### src/rtl/cmp_pkg.sv
// Shared types and constants for the sequential magnitude comparator.
//   cmp_state_e : controller state (IDLE, RUN, DONE)
//   RES_*       : one-hot result encoding, packed as {gt, eq, lt}
package cmp_pkg;

    typedef enum logic [1:0] {
        IDLE = 2'd0,
        RUN  = 2'd1,
        DONE = 2'd2
    } cmp_state_e;

    localparam logic [2:0] RES_GT = 3'b100;
    localparam logic [2:0] RES_EQ = 3'b010;
    localparam logic [2:0] RES_LT = 3'b001;

endpackage

### src/rtl/seq_mag_comparator_if.sv
// Request/result bundle for seq_mag_comparator.
//   start, a, b, signed_mode : request side, driven by the master
//   busy, done, gt, eq, lt   : status/result side, driven by the comparator
//   state                    : comparator FSM state, for observation only
// Handshake: start is sampled only while the comparator is idle (busy=0 and
// done=0); a request is accepted on the rising edge where start=1 in IDLE.
// done is a single-cycle pulse; gt/eq/lt then hold until the next accepted
// start clears them. start while busy or done is dropped, never queued.
interface seq_mag_comparator_if #(
    parameter int WIDTH = 8
);
    import cmp_pkg::*;

    logic             start;
    logic [WIDTH-1:0] a;
    logic [WIDTH-1:0] b;
    logic             signed_mode;
    logic             busy;
    logic             done;
    logic             gt;
    logic             eq;
    logic             lt;
    cmp_state_e       state;

    modport master (
        output start, a, b, signed_mode,
        input  busy, done, gt, eq, lt, state
    );

    modport slave (
        input  start, a, b, signed_mode,
        output busy, done, gt, eq, lt, state
    );

endinterface

### src/rtl/chunk_cmp.sv
// Combinational DIGIT-bit magnitude comparator.
//   x, y     : chunk operands
//   flip_msb : invert both MSBs first (turns a two's-complement top chunk
//              into an order-preserving unsigned compare)
//   c_gt     : x > y
//   c_lt     : x < y
module chunk_cmp #(
    parameter int DIGIT = 2
) (
    input  logic [DIGIT-1:0] x,
    input  logic [DIGIT-1:0] y,
    input  logic             flip_msb,
    output logic             c_gt,
    output logic             c_lt
);

    logic [DIGIT-1:0] msb_mask;
    logic [DIGIT-1:0] xa;
    logic [DIGIT-1:0] ya;

    always_comb begin
        msb_mask            = '0;
        msb_mask[DIGIT-1]   = flip_msb;
        xa                  = x ^ msb_mask;
        ya                  = y ^ msb_mask;
        c_gt                = (xa > ya);
        c_lt                = (xa < ya);
    end

endmodule

### src/rtl/seq_mag_comparator.sv
// Multi-cycle WIDTH-bit magnitude comparator, DIGIT bits per cycle, MSB chunk
// first, stopping at the first unequal chunk. Supports unsigned and
// two's-complement compares.
//   clk, rst : clock, asynchronous active-high reset
//   bus      : request/result bundle (slave side), see seq_mag_comparator_if
// The latched operands are shifted left one chunk per equal step, so the
// chunk under test always sits in the top DIGIT bits and a single chunk_cmp
// serves the whole width. idx counts chunks remaining and marks the top
// chunk (the only one that gets the sign adjustment).
module seq_mag_comparator
    import cmp_pkg::*;
#(
    parameter int WIDTH = 8,
    parameter int DIGIT = 2
) (
    input  logic                        clk,
    input  logic                        rst,
    seq_mag_comparator_if.slave         bus
);

    localparam int NCHUNK = WIDTH / DIGIT;
    localparam int IDX_W  = (NCHUNK > 1) ? $clog2(NCHUNK) : 1;
    localparam logic [IDX_W-1:0] IDX_TOP = IDX_W'(NCHUNK - 1);

    cmp_state_e       state_q, state_d;
    logic [WIDTH-1:0] a_q, a_d;
    logic [WIDTH-1:0] b_q, b_d;
    logic             sgn_q, sgn_d;
    logic [IDX_W-1:0] idx_q, idx_d;
    logic             gt_q, gt_d;
    logic             eq_q, eq_d;
    logic             lt_q, lt_d;

    logic             c_gt;
    logic             c_lt;

    chunk_cmp #(.DIGIT(DIGIT)) u_chunk (
        .x        (a_q[WIDTH-1 -: DIGIT]),
        .y        (b_q[WIDTH-1 -: DIGIT]),
        .flip_msb (sgn_q && (idx_q == IDX_TOP)),
        .c_gt     (c_gt),
        .c_lt     (c_lt)
    );

    always_ff @(posedge clk or posedge rst) begin
        if (rst) begin
            state_q <= IDLE;
            a_q     <= '0;
            b_q     <= '0;
            sgn_q   <= 1'b0;
            idx_q   <= '0;
            gt_q    <= 1'b0;
            eq_q    <= 1'b0;
            lt_q    <= 1'b0;
        end else begin
            state_q <= state_d;
            a_q     <= a_d;
            b_q     <= b_d;
            sgn_q   <= sgn_d;
            idx_q   <= idx_d;
            gt_q    <= gt_d;
            eq_q    <= eq_d;
            lt_q    <= lt_d;
        end
    end

    always_comb begin
        state_d = state_q;
        a_d     = a_q;
        b_d     = b_q;
        sgn_d   = sgn_q;
        idx_d   = idx_q;
        gt_d    = gt_q;
        eq_d    = eq_q;
        lt_d    = lt_q;

        unique case (state_q)
            IDLE: begin
                if (bus.start) begin
                    a_d     = bus.a;
                    b_d     = bus.b;
                    sgn_d   = bus.signed_mode;
                    idx_d   = IDX_TOP;
                    gt_d    = 1'b0;
                    eq_d    = 1'b0;
                    lt_d    = 1'b0;
                    state_d = RUN;
                end
            end
            RUN: begin
                if (c_gt) begin
                    gt_d    = 1'b1;
                    state_d = DONE;
                end else if (c_lt) begin
                    lt_d    = 1'b1;
                    state_d = DONE;
                end else if (idx_q == '0) begin
                    eq_d    = 1'b1;
                    state_d = DONE;
                end else begin
                    idx_d   = idx_q - 1'b1;
                    a_d     = a_q << DIGIT;
                    b_d     = b_q << DIGIT;
                end
            end
            DONE: begin
                state_d = IDLE;
            end
            default: begin
                state_d = IDLE;
            end
        endcase
    end

    assign bus.busy  = (state_q == RUN);
    assign bus.done  = (state_q == DONE);
    assign bus.gt    = gt_q;
    assign bus.eq    = eq_q;
    assign bus.lt    = lt_q;
    assign bus.state = state_q;

endmodule

### src/flat_wrapper.sv
// flat-port wrapper written by rule: the top's interface ports become plain ports
module seq_mag_comparator_flat import cmp_pkg::*;
#(
    parameter int WIDTH = 8,
    parameter int DIGIT = 2
)
  (clk, rst, bus_start, bus_a, bus_b, bus_signed_mode, bus_busy, bus_done, bus_gt, bus_eq, bus_lt, bus_state);
  seq_mag_comparator_if #(.WIDTH(WIDTH)) bus_i ();
  input  logic clk;
  input  logic rst;
  input wire logic [$bits(bus_i.start)-1:0] bus_start;
  input wire logic [$bits(bus_i.a)-1:0] bus_a;
  input wire logic [$bits(bus_i.b)-1:0] bus_b;
  input wire logic [$bits(bus_i.signed_mode)-1:0] bus_signed_mode;
  output wire logic [$bits(bus_i.busy)-1:0] bus_busy;
  output wire logic [$bits(bus_i.done)-1:0] bus_done;
  output wire logic [$bits(bus_i.gt)-1:0] bus_gt;
  output wire logic [$bits(bus_i.eq)-1:0] bus_eq;
  output wire logic [$bits(bus_i.lt)-1:0] bus_lt;
  output wire logic [$bits(bus_i.state)-1:0] bus_state;
  assign bus_i.start = bus_start;
  assign bus_i.a = bus_a;
  assign bus_i.b = bus_b;
  assign bus_i.signed_mode = bus_signed_mode;
  assign bus_busy = bus_i.busy;
  assign bus_done = bus_i.done;
  assign bus_gt = bus_i.gt;
  assign bus_eq = bus_i.eq;
  assign bus_lt = bus_i.lt;
  assign bus_state = bus_i.state;
  seq_mag_comparator #(.WIDTH(WIDTH), .DIGIT(DIGIT)) u_core (.clk(clk), .rst(rst), .bus(bus_i));
endmodule
### config.mk
export PLATFORM = sky130hd
export DESIGN_NAME = seq_mag_comparator_flat
export DESIGN_NICKNAME = d
export VERILOG_FILES = /design/src/rtl/cmp_pkg.sv /design/src/rtl/seq_mag_comparator_if.sv /design/src/rtl/chunk_cmp.sv /design/src/rtl/seq_mag_comparator.sv /design/src/flat_wrapper.sv
export SDC_FILE = /design/constraint.sdc
export NUM_CORES = 1
export LEC_CHECK = 0
export ABC_CLOCK_PERIOD_IN_PS = 2200
export BUFFER_PORTS_ARGS = -buffer_cell sky130_fd_sc_hd__buf_2
export CAP_MARGIN = 20
export CORE_MARGIN = 8
export CORE_UTILIZATION = 40
export DETAILED_ROUTE_END_ITERATION = 10
export PLACE_DENSITY = 0.63
export SYNTH_ARGS = -nofsm -noshare
export SYNTH_HDL_FRONTEND = slang
export SYNTH_HIERARCHICAL = 1
export SYNTH_SLANG_ARGS = --single-unit
### constraint.sdc
create_clock -name clk -period 2.2 [get_ports clk]
set_clock_uncertainty 0.05 [all_clocks]
set_input_delay 0.33 -clock clk [delete_from_list [all_inputs] [get_ports clk]]
set_output_delay 0.33 -clock clk [all_outputs]
set_load 0.03 [all_outputs]
After elaboration in Yosys (flattened, before gate mapping)
Index checks and enable logic that the tools add are counted.

Register bits after elaboration: 24. Bits in latches: 0. Memory bits (writable): 0. Bits in read-only memories: 0. Output and inout port bits: 7. Word-level logic and storage cells: 64. Memories kept: 0.

$add $sub $neg: 1. Multipliers: 0. Div/mod/pow operators: 0. Magnitude comparators: 2. Equality and inequality tests: 11. Shift-type cells: 0. Muxes and demuxes: 30. Bitwise logic cells: 2. Reduce and logical (&&, ||, !) cells: 10.

Operator list (count): $mux 8 (8); $pmux 8 s2 (2); $mux 2 (8); $reduce_and 5->1 (2); $ne 2x2->1 const B (4); $pmux 2 s2 (2); $mux 1 (7); $ne 2x1->1 const B (3); $pmux 1 s2 (3); $eq 2x2->1 const B (2); $logic_not 2->1 (2); $ne 4x1->1 const B (1); $reduce_and 2->1 (2); $reduce_and 4->1 (1); $xor 2x2->2 (2); $reduce_and 3->1 (1); $eq 2x1->1 const B (1); $gt 2x2->1 (1); $lt 2x2->1 (1); $reduce_bool 2->1 (1); $sub 2x1->2 const B (1); $logic_and 1x1->1 (1).

Logic depth before layout (Yosys ltp)
Gate-level depths: netlist of run 1.

Depth in word-level cells: 7. Gate-level depth with buffers: 10. Gate-level depth less buffers: 9.

Cells and area by module
The synthesis of run 1 kept the hierarchy.

Modules (own cells, without submodules): seq_mag_comparator (times used 1, cells each 102, area an instance 1222.4 µm², sequential area each 600.6 µm²); chunk_cmp (times used 1, cells each 8, area an instance 78.8 µm², sequential area each 0.0 µm²).

Worst setup path after synthesis of run 1
No wires, ideal clock.

Kind: reg2reg. Start point: register u_core.idx_q[0]. End point: register u_core.a_q[2]. Arrival time: 2161 ps. Required time: 2027 ps. Slack: -134 ps. Stages on the path, launching flop included: 11. Path buffers: 1. Cell sequence: dfrtp_1 > ha_1 > and2_1 > xor2_1 > ha_1 > nor2b_4 > a2bb2oi_2 > nor3_2 > a21o_4 > buf_6 > o221a_1.

Longest elaborated chain between the ends: 6.

Ends and longest elaborated chain: from (decl) (RTL line seq_mag_comparator.sv:29) `logic [IDX_W-1:0] idx_q, idx_d;`; from (signal assigned) (RTL line seq_mag_comparator.sv:60) `idx_q <= idx_d;`; $eq 2x2->1 (*) (RTL line seq_mag_comparator.sv:40) `.flip_msb (sgn_q && (idx_q == IDX_TOP)),`; $logic_and 1x1->1 (*) (RTL line seq_mag_comparator.sv:40); $xor 2x2->2, on equally long branches (RTL line chunk_cmp.sv:24, chunk_cmp.sv:25); $gt 2x2->1 (*) (RTL line chunk_cmp.sv:26) `c_gt = (xa > ya);`; named net u_core.c_gt (RTL line seq_mag_comparator.sv:34) `logic c_gt;`; $ne 2x2->1 (no line) (*); $reduce_and 5->1 (no line) (*); to (signal assigned) (RTL line seq_mag_comparator.sv:48) `a_q <= '0;`; to (signal assigned) (RTL line seq_mag_comparator.sv:57) `a_q <= a_d;`; to (decl) (RTL line seq_mag_comparator.sv:26) `logic [WIDTH-1:0] a_q, a_d;`.

Mark *: on every way through the listed nets, which the timed path passes. The rest lies on a longest branch. A chain may end at the register's enable or synchronous reset.

Worst setup path after layout of run 1
Start point: register u_core.idx_q[1]. End point: register u_core.a_q[0].

Longest elaborated chain between the ends: 6.

Ends and longest elaborated chain: $eq 2x2->1 (*) (RTL line seq_mag_comparator.sv:40); $logic_and 1x1->1 (*) (RTL line seq_mag_comparator.sv:40); $xor 2x2->2, on equally long branches (RTL line chunk_cmp.sv:24, chunk_cmp.sv:25); $lt 2x2->1 (*) (RTL line chunk_cmp.sv:27) `c_lt = (xa < ya);`; named net u_core.c_lt (RTL line seq_mag_comparator.sv:35) `logic c_lt;`; $ne 2x2->1 (no line) (*); $reduce_and 5->1 (no line) (*).

Marks and branches as above.

==> flow_summary.yaml, run 1 <==
outcome:
  outcome: "finished with violations"
  violations: "negative setup slack"
route:
  num_vias: 962
  wl_met3_microns: 59
  top_layer: "met4"
  antenna_left: 0
  wl_met2_microns: 1350
  drc: 0
  routed_wl_microns: 2720
  drtIter0Drc: 22
  dr.pass1.iters: 4
  viasPerCell: 5.09
  m1WireLength_microns: 1280
  wl_per_cell_microns: 14.4
layout:
  diodes: 0
  final_common_cell: "buf_2"
  final_cell_mix: "buf_2, dfrtp_1, or2b_1"
  final_cell_area_sq_mm: 0.00161
  fin_util_pct: 52.2
  synthToLayoutAreaGrowth_pct: 23.5
  drive_gt1_share_pct: 40.0
  nets: 170
power_and_ir_drop:
  cellLeakagePower_nw: 0.753
  p_per_area_mw_per_mm2: 1970
  peakVddDrop_mv: 0.829
  power.total_mw: 3.17
hold_path:
  min_path_type: "in2reg"
floorplanning:
  initial_core_util_pct: 42.3
  die_width_microns: 73.0
  rows: 20
  dieArea_sq_mm: 0.00533
  ios: 27
  core_sq_mm: 0.00308
  dieHeight_microns: 73.0
sta:
  hold_viol: 0
  setup_viol_count_final: 18
  setup_tns_ps: -1040
  min_period_over_period_pct: 106
  worst_pin_slew_ps: 508
  rsz0062_at_grt: "yes"
  max_freq_ghz: 0.430
  final.setup.worst_slack_ps: -124
  slew_violations: 0
  post-route-min-period_ps: 2320
  relSlewSlack_pct: 66.1
synthesis:
  syn_inst: 110
  synthFlopType: "dfrtp_1"
  async_flop_share_pct: 100
  yosys_warnings: 6
  seq_area_frac_synth_pct: 46.2
  synth_area_sq_mm: 0.00130
  ys_types: 34
  yosys_register_bits: 24
  syn-num-nets: 134
  syn_avg_cell_area_sq_um: 11.8
  synth_edf_count: 0
placement:
  dp.final_hpwl_microns: 2020
  dpl_cell_area_sq_mm: 0.00151
  routabilityCongestion: 0.759
  io_buffers: 26
  place_ws_ps: -157
clock_tree:
  htree_levels: 1
  clk_pin_slew_ps: 140
  cts_buffers: 3
  clk_latency_ps: 320
  cts_sinks: 24
  cts_buffer_depth: 2
  cts_root_buf: "clkbuf_4"
  cts_tree: "yes"
global_routing:
  grt_max_degree: 25
  antenna_found_initial: 0
  grt_pass1_wl_microns: 4800
  grtUsageTotal_pct: 11.5
  overflow: 0
  grt_pass1_vias: 1011
setup_path:
  worstPathMaxFanout: 4
  crit_arrival_ps: 2480
  crit_type: "reg2reg"
  end_kind: "register"
  required_ps: 2360
  crit_path_start_kind: "register"
run:
  drv_cap: 0
-- final timing paths --
check	endpoint	depth (start not counted)	start	slack, ps
hold / removal	u_core/sgn_q$_DFFE_PP0P_	2	bus_signed_mode	180
hold reg to reg	u_core/bus.eq$_DFFE_PP0P_	2	u_core/bus.eq$_DFFE_PP0P_	470
min in group asynchronous	u_core/bus.lt$_DFFE_PP0P_	4	rst	540
setup / recovery	u_core/a_q[0]$_DFFE_PP0P_	9	u_core/idx_q[1]$_DFFE_PP0P_	-120
setup reg to reg	u_core/a_q[0]$_DFFE_PP0P_	9	u_core/idx_q[1]$_DFFE_PP0P_	-120
max in group asynchronous	u_core/a_q[4]$_DFFE_PP0P_	4	rst	1330
-- cell families after synthesis --
kind of cell	share of synthesized area [%]
AND/OR/NAND/NOR	21.7
AO/OA/AOI/OAI	21.2
flip-flops	46.2
buffers and inverters	4.90
adder cells (fa/ha/maj)	3.85
XOR/XNOR	1.35
multiplexers	0.865
-- layer usage --
layer | vias to the layer above | global-route usage (%)
met5 | - | 0
met4 | 0 | 2.67
met3 | 4 | 3.43
met2 | 12 | 18.8
met1 | 476 | 14.3
li1 | 470 | -
-- flip-flops by register name, indices dropped and copies added, names as in the netlist --
name / flops
u_core/bus.eq: 1
u_core/bus.gt: 1
u_core/a_q: 8
u_core/sgn_q: 1
u_core/bus.lt: 1
u_core/idx_q: 2
u_core/bus.state: 2
u_core/b_q: 8
-- synthesized netlist by cell type (2+ instances only) --
cell | count | area (sq um)
o21ai_0 | 2 | 10.0
o221a_2 | 2 | 22.5
nor2b_4 | 2 | 27.5
a21oi_1 | 6 | 30.0
or2b_1 | 12 | 90.1
inv_1 | 5 | 18.8
o2bb2ai_1 | 4 | 35.0
o221a_1 | 10 | 113
and2_1 | 2 | 12.5
a311oi_1 | 2 | 17.5
nand2_1 | 4 | 15.0
ha_1 | 4 | 50.1
and3_1 | 2 | 12.5
dfrtp_1 | 24 | 601
buf_6 | 3 | 33.8
and2b_2 | 4 | 35.0
nor2_1 | 5 | 18.8
-- cell type report --
class	count	area [sq um]
Clock buffer	3	22.5
Clock inverter	1	30.0
Fill cell	291	1470
Inverter	5	18.8
Multi-Input combinational cell	76	672
Sequential cell	24	601
Tap cell	44	55.1
Timing Repair Buffer	36	208
-- stage by stage --
stage	cells	hold slack, ps
2_1_floorplan	110	295
3_3_place_gp	181	341
3_5_place_dp	181	339
4_1_cts	188	174
5_1_grt	189	173
6_report	189	181
-- critical path, stage by stage, from the launching register on --
cell,delay [ps]
dfrtp_1,410
ha_2,180
and2_4,140
xor2_1,130
ha_1,290
nor2b_4,180
nor2_2,80
or3_4,390
a21o_1,220
o2bb2ai_1,140
-- repair_timing --
item / in CTS / in global routing
endpoints found under the setup margin: 18 / 21
resized for setup: 2 / 0
hold endpoints to repair: 24 / 0
setup buffers: 2 / 1
cloned: 0 / 0
hold buffers: 1 / 0
pin swaps: 1 / 1
-- report_power, final --
| part | switching (mW) | internal (mW) |
|---|---|---|
| clock network | 0.141 | 0.184 |
| logic | 0.949 | 1.05 |
| registers | 0.188 | 0.652 |
| total | 1.28 | 1.89 |
Note: power is estimated with default switching activity, not from simulation.
==> inputs of run 2 (changes only) <==
--- a/config.mk
+++ b/config.mk
@@ -8,6 +8,7 @@
 export ABC_CLOCK_PERIOD_IN_PS = 2200
 export BUFFER_PORTS_ARGS = -buffer_cell sky130_fd_sc_hd__buf_2
 export CAP_MARGIN = 20
+export CORE_ASPECT_RATIO = 1.5
 export CORE_MARGIN = 8
 export CORE_UTILIZATION = 40
 export DETAILED_ROUTE_END_ITERATION = 10
==> run 2 against run 1 <==
Compared with the run above:
- the flow still finishes with violations (negative setup slack)
- sequential cell count is the same
- register-to-register slack lost 60 ps
- critical path depth is the same
- worst hold slack lost 120 ps
==> flow_summary.yaml, run 2 (synthesis gave the netlist of run 1 again) <==
outcome:
  outcome: "finished with violations"
  violations: "negative setup slack"
sta:
  max_freq_ghz: 0.419
  slew_violations: 0
  relSlewSlack_pct: 62.2
  hold_viol: 0
  worst_pin_slew_ps: 567
  final.setup.worst_slack_ps: -186
  rsz0062_at_grt: "yes"
  setup_viol_count_final: 22
  post-route-min-period_ps: 2390
  min_period_over_period_pct: 108
layout:
  nets: 174
  drive_gt1_share_pct: 44.6
  largestRegisters: "u_core/a_q x8, u_core/b_q x8"
  diodes: 0
  final_common_cell: "buf_2"
  fin_util_pct: 52.7
  final_cell_count_no_fill: 188
  final_cell_mix: "buf_2, dfrtp_1, or2b_1"
  synthToLayoutAreaGrowth_pct: 26.6
  fillCellCount: 296
placement:
  dp.final_hpwl_microns: 2080
  routabilityCongestion: 0.842
  dp.cells: 177
  io_buffers: 26
  place_ws_ps: -170
global_routing:
  grtUsageTotal_pct: 10.9
  grt_pass1_vias: 1016
  grt_pass1_wl_microns: 4750
  antenna_found_initial: 0
  grt_max_degree: 25
  overflow: 0
clock_tree:
  cts_buffer_depth: 2
  cts_buffers: 3
  clk_pin_slew_ps: 80
  cts_sinks: 24
  clk_latency_ps: 260
  cts_root_buf: "clkbuf_8"
  cts_tree: "yes"
  htree_levels: 1
setup_path:
  worstPathMaxFanout: 4
  worst-path-buf-inv: 0
  r2r_slack_ps: -190
  crit_path_start_kind: "register"
  crit_family: "simple AND/OR/NAND/NOR gates"
  crit_chain: "ha_2 > and2_4 > xor2_1 > ha_1 > nor2b_4 > a2bb2oi_4 > or3_4 > a21o_4 > o2bb2ai_1"
  crit_arrival_ps: 2470
  rr_startpoint: "u_core/idx_q[0]$_DFFE_PP0P_"
  slowest_stage: "or3_4"
  critPathMaxStageDelay_ps: 400
  crit_start: "u_core/idx_q[0]$_DFFE_PP0P_"
  required_ps: 2280
  end_kind: "register"
  crit_type: "reg2reg"
run:
  drv_cap: 0
route:
  dr.pass1.iters: 4
  wl_per_cell_microns: 15.8
  routed_wl_microns: 2960
  drc: 0
  num_vias: 973
  antenna_left: 0
  viasPerCell: 5.18
  drtIter0Drc: 29
floorplanning:
  dieHeight_microns: 85.9
  initial_core_util_pct: 41.6
  dieArea_sq_mm: 0.00537
  core_sq_mm: 0.00313
  ios: 27
  rows: 25
  die_width_microns: 62.6
hold_path:
  min_path_type: "in2async"
[run 2: cell types whose count changed in the layout (fill, tap and decap cells not counted), sizes merged]
cell         delta
nand2           +1
a21o            +1
bufinv          -1
dlygate4sd3     -1
buf             +3
[run 2: cell type report]
class	instances	area (sq um)	area share, %
Inverter	5	18.8	1.14
Timing Repair Buffer	38	224	13.6
Clock buffer	3	41.3	2.51
Sequential cell	24	601	36.4
Tap cell	40	50.0	3.04
Multi-Input combinational cell	78	713	43.3
[run 2: worst reg2reg max path, stage by stage (launching register included)]
cell and delay (ps):
dfrtp_1 390, ha_2 190, and2_4 140, xor2_1 140, ha_1 310, nor2b_4 140
a2bb2oi_4 150, or3_4 400, a21o_4 240, o2bb2ai_1 120
[run 2: final timing paths]
kind | end | cells past startpoint
min | u_core/a_q[0]$_DFFE_PP0P_ | 3
min reg2reg | u_core/bus.lt$_DFFE_PP0P_ | 2
max | u_core/b_q[1]$_DFFE_PP0P_ | 9
max in group asynchronous | u_core/a_q[4]$_DFFE_PP0P_ | 3
min in group clk | u_core/sgn_q$_DFFE_PP0P_ | 2
max reg2reg | u_core/b_q[1]$_DFFE_PP0P_ | 9
[run 2: what timing repair did]
item | 4_1_cts | 5_1_grt
setup endpoints to repair | 18 | 22
gates cloned | 2 | 0
buffers inserted | 4 | 3
hold buffers | 0 | 0
gates resized for setup | 3 | 5
pin swaps | 3 | 7
[run 2: through the flow]
step           hold slack (ps)  area [sq um]  TNS (ps)
4_1_cts                   51.6          1610     -2060
5_1_grt                   90.5          1650     -4660
3_5_place_dp               346          1510     -2560
2_1_floorplan              295          1330     -1350
6_report                  59.4          1650     -2640
3_3_place_gp               340          1510     -1360
[run 2: metal layers]
metal	vias to the layer above	global-route usage, %	routed length, microns
li1	481	-	-
met4	0	5.42	42
met3	4	1.96	61
met2	10	19.8	1610
met5	-	0	0
met1	478	11.9	1240
Power of run 2 is left out: the tool's default activity adds up to more than one toggle a clock period on the data nets, which glitch-free logic cannot reach.
==> inputs of run 3 (changes only) <==
--- a/config.mk
+++ b/config.mk
@@ -5,6 +5,7 @@
 export SDC_FILE = /design/constraint.sdc
 export NUM_CORES = 1
 export LEC_CHECK = 0
+export ABC_AREA = 1
 export ABC_CLOCK_PERIOD_IN_PS = 2200
 export BUFFER_PORTS_ARGS = -buffer_cell sky130_fd_sc_hd__buf_2
 export CAP_MARGIN = 20
@@ -12,7 +13,8 @@
 export CORE_MARGIN = 8
 export CORE_UTILIZATION = 40
 export DETAILED_ROUTE_END_ITERATION = 10
-export PLACE_DENSITY = 0.63
+export PLACE_DENSITY = 0.62
+export SKIP_CTS_REPAIR_TIMING = 1
 export SYNTH_ARGS = -nofsm -noshare
 export SYNTH_HDL_FRONTEND = slang
 export SYNTH_HIERARCHICAL = 1
==> run 3 against run 2 <==
Compared with the run above:
- the flow now finishes without violations
- worst setup slack gained 300 ps
- register-to-register slack better by 300 ps
- non-clock buffer count fell by 4
- fmax grew 14%
- highest routed layer unchanged
- final area increased by 1.6%
==> flow_summary.yaml, run 3 <==
sta:
  relSlewSlack_pct: 66.0
  fin_hold_ws_ps: 39.0
  hold_viol: 0
  max_freq_ghz: 0.479
  min_period_over_period_pct: 94.8
  rsz0062_at_grt: "yes"
  final.setup.worst_slack_ps: 114
  setup_viol_count_final: 0
  setup_tns_ps: 0
  post-route-min-period_ps: 2090
  worst_pin_slew_ps: 509
  slew_violations: 0
clock_tree:
  cts_sinks: 24
  clk_pin_slew_ps: 80
  cts_root_buf: "clkbuf_8"
  htree_levels: 1
  cts_buffer_depth: 2
  cts_tree: "yes"
  clk_latency_ps: 270
  cts_buffers: 3
synthesis:
  yosys-top-cells-count: "nand2_1, dfrtp_1, nand3_1"
  yosys_register_bits: 24
  synth_top_cell_by_area: "dfrtp_1"
  syn_avg_cell_area_sq_um: 7.86
  synth_edf_count: 0
  synth_area_leaders: "dfrtp_1, nand2_1, nand3_2"
  synth_area_sq_mm: 0.00135
  ys_types: 19
  yosys_warnings: 6
  async_flop_share_pct: 100
  syn_inst: 172
  synth.most_common_cell: "nand2_1"
  synth_top_area_share_pct: 44.4
  seq_area_frac_synth_pct: 44.4
  syn-num-nets: 196
  synthFlopType: "dfrtp_1"
placement:
  routabilityCongestion: 0.811
  dp.final_hpwl_microns: 2250
  io_buffers: 26
  place_ws_ps: 36.2
global_routing:
  grt_pass1_wl_microns: 5290
  grt_max_degree: 25
  grt_pass1_vias: 1220
  antenna_found_initial: 0
  overflow: 0
  grtUsageTotal_pct: 11.9
layout:
  final_common_cell: "nand2_1"
  drive_gt1_share_pct: 30.9
  diodes: 0
  final_cell_mix: "nand2_1, buf_2, dfrtp_1"
  nets: 229
  largestRegisters: "u_core/a_q x8, u_core/b_q x8"
  synthToLayoutAreaGrowth_pct: 23.9
setup_path:
  crit_cells: 13
  crit_path_start_kind: "register"
  crit_chain: "ha_2 > nand2_2 > inv_2 > xor2_1 > ha_1 > nand2_1 > inv_1 > a21oi_2 > inv_2 > nand3_4 > clkbuf_16 > nand3_1 > nand2_1"
  crit_family: "adder cells"
  worst-path-buf-inv: 4
  rr_worst_depth: 13
  worstPathMaxFanout: 6
  critPathMaxStageDelay_ps: 410
  required_ps: 2360
  end_kind: "register"
  crit_type: "reg2reg"
  slowest_stage: "dfrtp_1"
  crit_arrival_ps: 2240
power_and_ir_drop:
  p_per_area_mw_per_mm2: 1700
  combPwrFrac_pct: 61.0
  p_sw_share_pct: 47.2
  power.total_mw: 2.85
  p_int_mw: 1.51
  power_switching_mw: 1.34
  cellLeakagePower_nw: 0.949
  peakVddDrop_mv: 0.709
  p_seq_share_pct: 28.5
  clkPwrFrac_pct: 10.5
route:
  dr.pass1.iters: 4
  viasPerCell: 4.85
  num_vias: 1193
  wl_per_cell_microns: 13.2
  routed_wl_microns: 3250
  drc: 0
  drtIter0Drc: 16
  antenna_left: 0
floorplanning:
  dieArea_sq_mm: 0.00553
  ios: 27
  initial_core_util_pct: 40.7
  core_sq_mm: 0.00332
  die_width_microns: 63.5
  dieHeight_microns: 87.2
  rows: 26
run:
  drv_cap: 0
outcome:
  outcome: "finished clean"
hold_path:
  min_path_type: "in2async"
-- run 3: cell count changes in the layout (fill, tap and decap cells not counted), moves of 5 or more --
cell / change
nand2_1: +78
nand3_1: +12
or2b_1: -12
o221a_1: -10
nand3_2: +9
buf_4: -6
a21oi_1: -5
inv_2: +5
-- run 3: cell families after synthesis --
kind of cell / Yosys count / synth area share, %
simple gates: 116 / 40.1
flops: 24 / 44.4
buf+inv: 21 / 8.43
compound gates: 5 / 2.04
fa+ha+maj: 4 / 3.70
xor+xnor: 2 / 1.30
-- run 3: path summary, 6_finish.rpt --
check	from	to	slack [ps]
setup reg to reg	u_core/idx_q[1]$_DFFE_PP0P_	u_core/a_q[6]$_DFFE_PP0P_	110
max in group asynchronous	rst	u_core/b_q[6]$_DFFE_PP0P_	1820
hold reg to reg	u_core/bus.lt$_DFFE_PP0P_	u_core/bus.lt$_DFFE_PP0P_	440
min in group clk	bus_signed_mode	u_core/sgn_q$_DFFE_PP0P_	250
setup / recovery	u_core/idx_q[1]$_DFFE_PP0P_	u_core/a_q[6]$_DFFE_PP0P_	110
hold / removal	rst	u_core/b_q[0]$_DFFE_PP0P_	40
-- run 3: layout make-up --
| cell class | instances | area [sq um] |
|---|---|---|
| Multi-Input combinational cell | 128 | 689 |
| Inverter | 14 | 52.6 |
| Sequential cell | 24 | 601 |
| Clock buffer | 4 | 55.1 |
| Tap cell | 42 | 52.6 |
| Fill cell | 344 | 1640 |
| Timing Repair Buffer | 34 | 224 |
-- run 3: worst min-delay path, cell delays in order --
cell and delay [ps]:
buf_2 90, inv_1 40, buf_4 290
-- run 3: power by group through the flow --
| stage | Combinational [mW] | Sequential, mW | Clock [mW] |
|---|---|---|---|
| floorplan | 1.06 | 0.860 | 0 |
| global placement | 1.40 | 0.813 | 0 |
| detailed placement | 1.42 | 0.822 | 0 |
| CTS | 1.44 | 0.815 | 0.306 |
| global route | 1.95 | 0.837 | 0.326 |
| finish | 1.74 | 0.812 | 0.299 |
-- run 3: stage by stage --
stage               cell area [sq um]  utilization, %  instances
finish                           1670            50.5        246
global route                     1670            50.5        246
CTS                              1570            47.4        243
detailed placement               1520            45.7        239
global placement                 1520            45.7        239
floorplan                        1350               -        172
-- run 3: metal layers --
metal,vias up,share of wire [%],track usage [%]
li1,606,-,-
met1,568,41,12.3
met2,14,56,23.0
met3,5,1.2,1.55
met4,0,1.5,5.70
met5,-,0,0
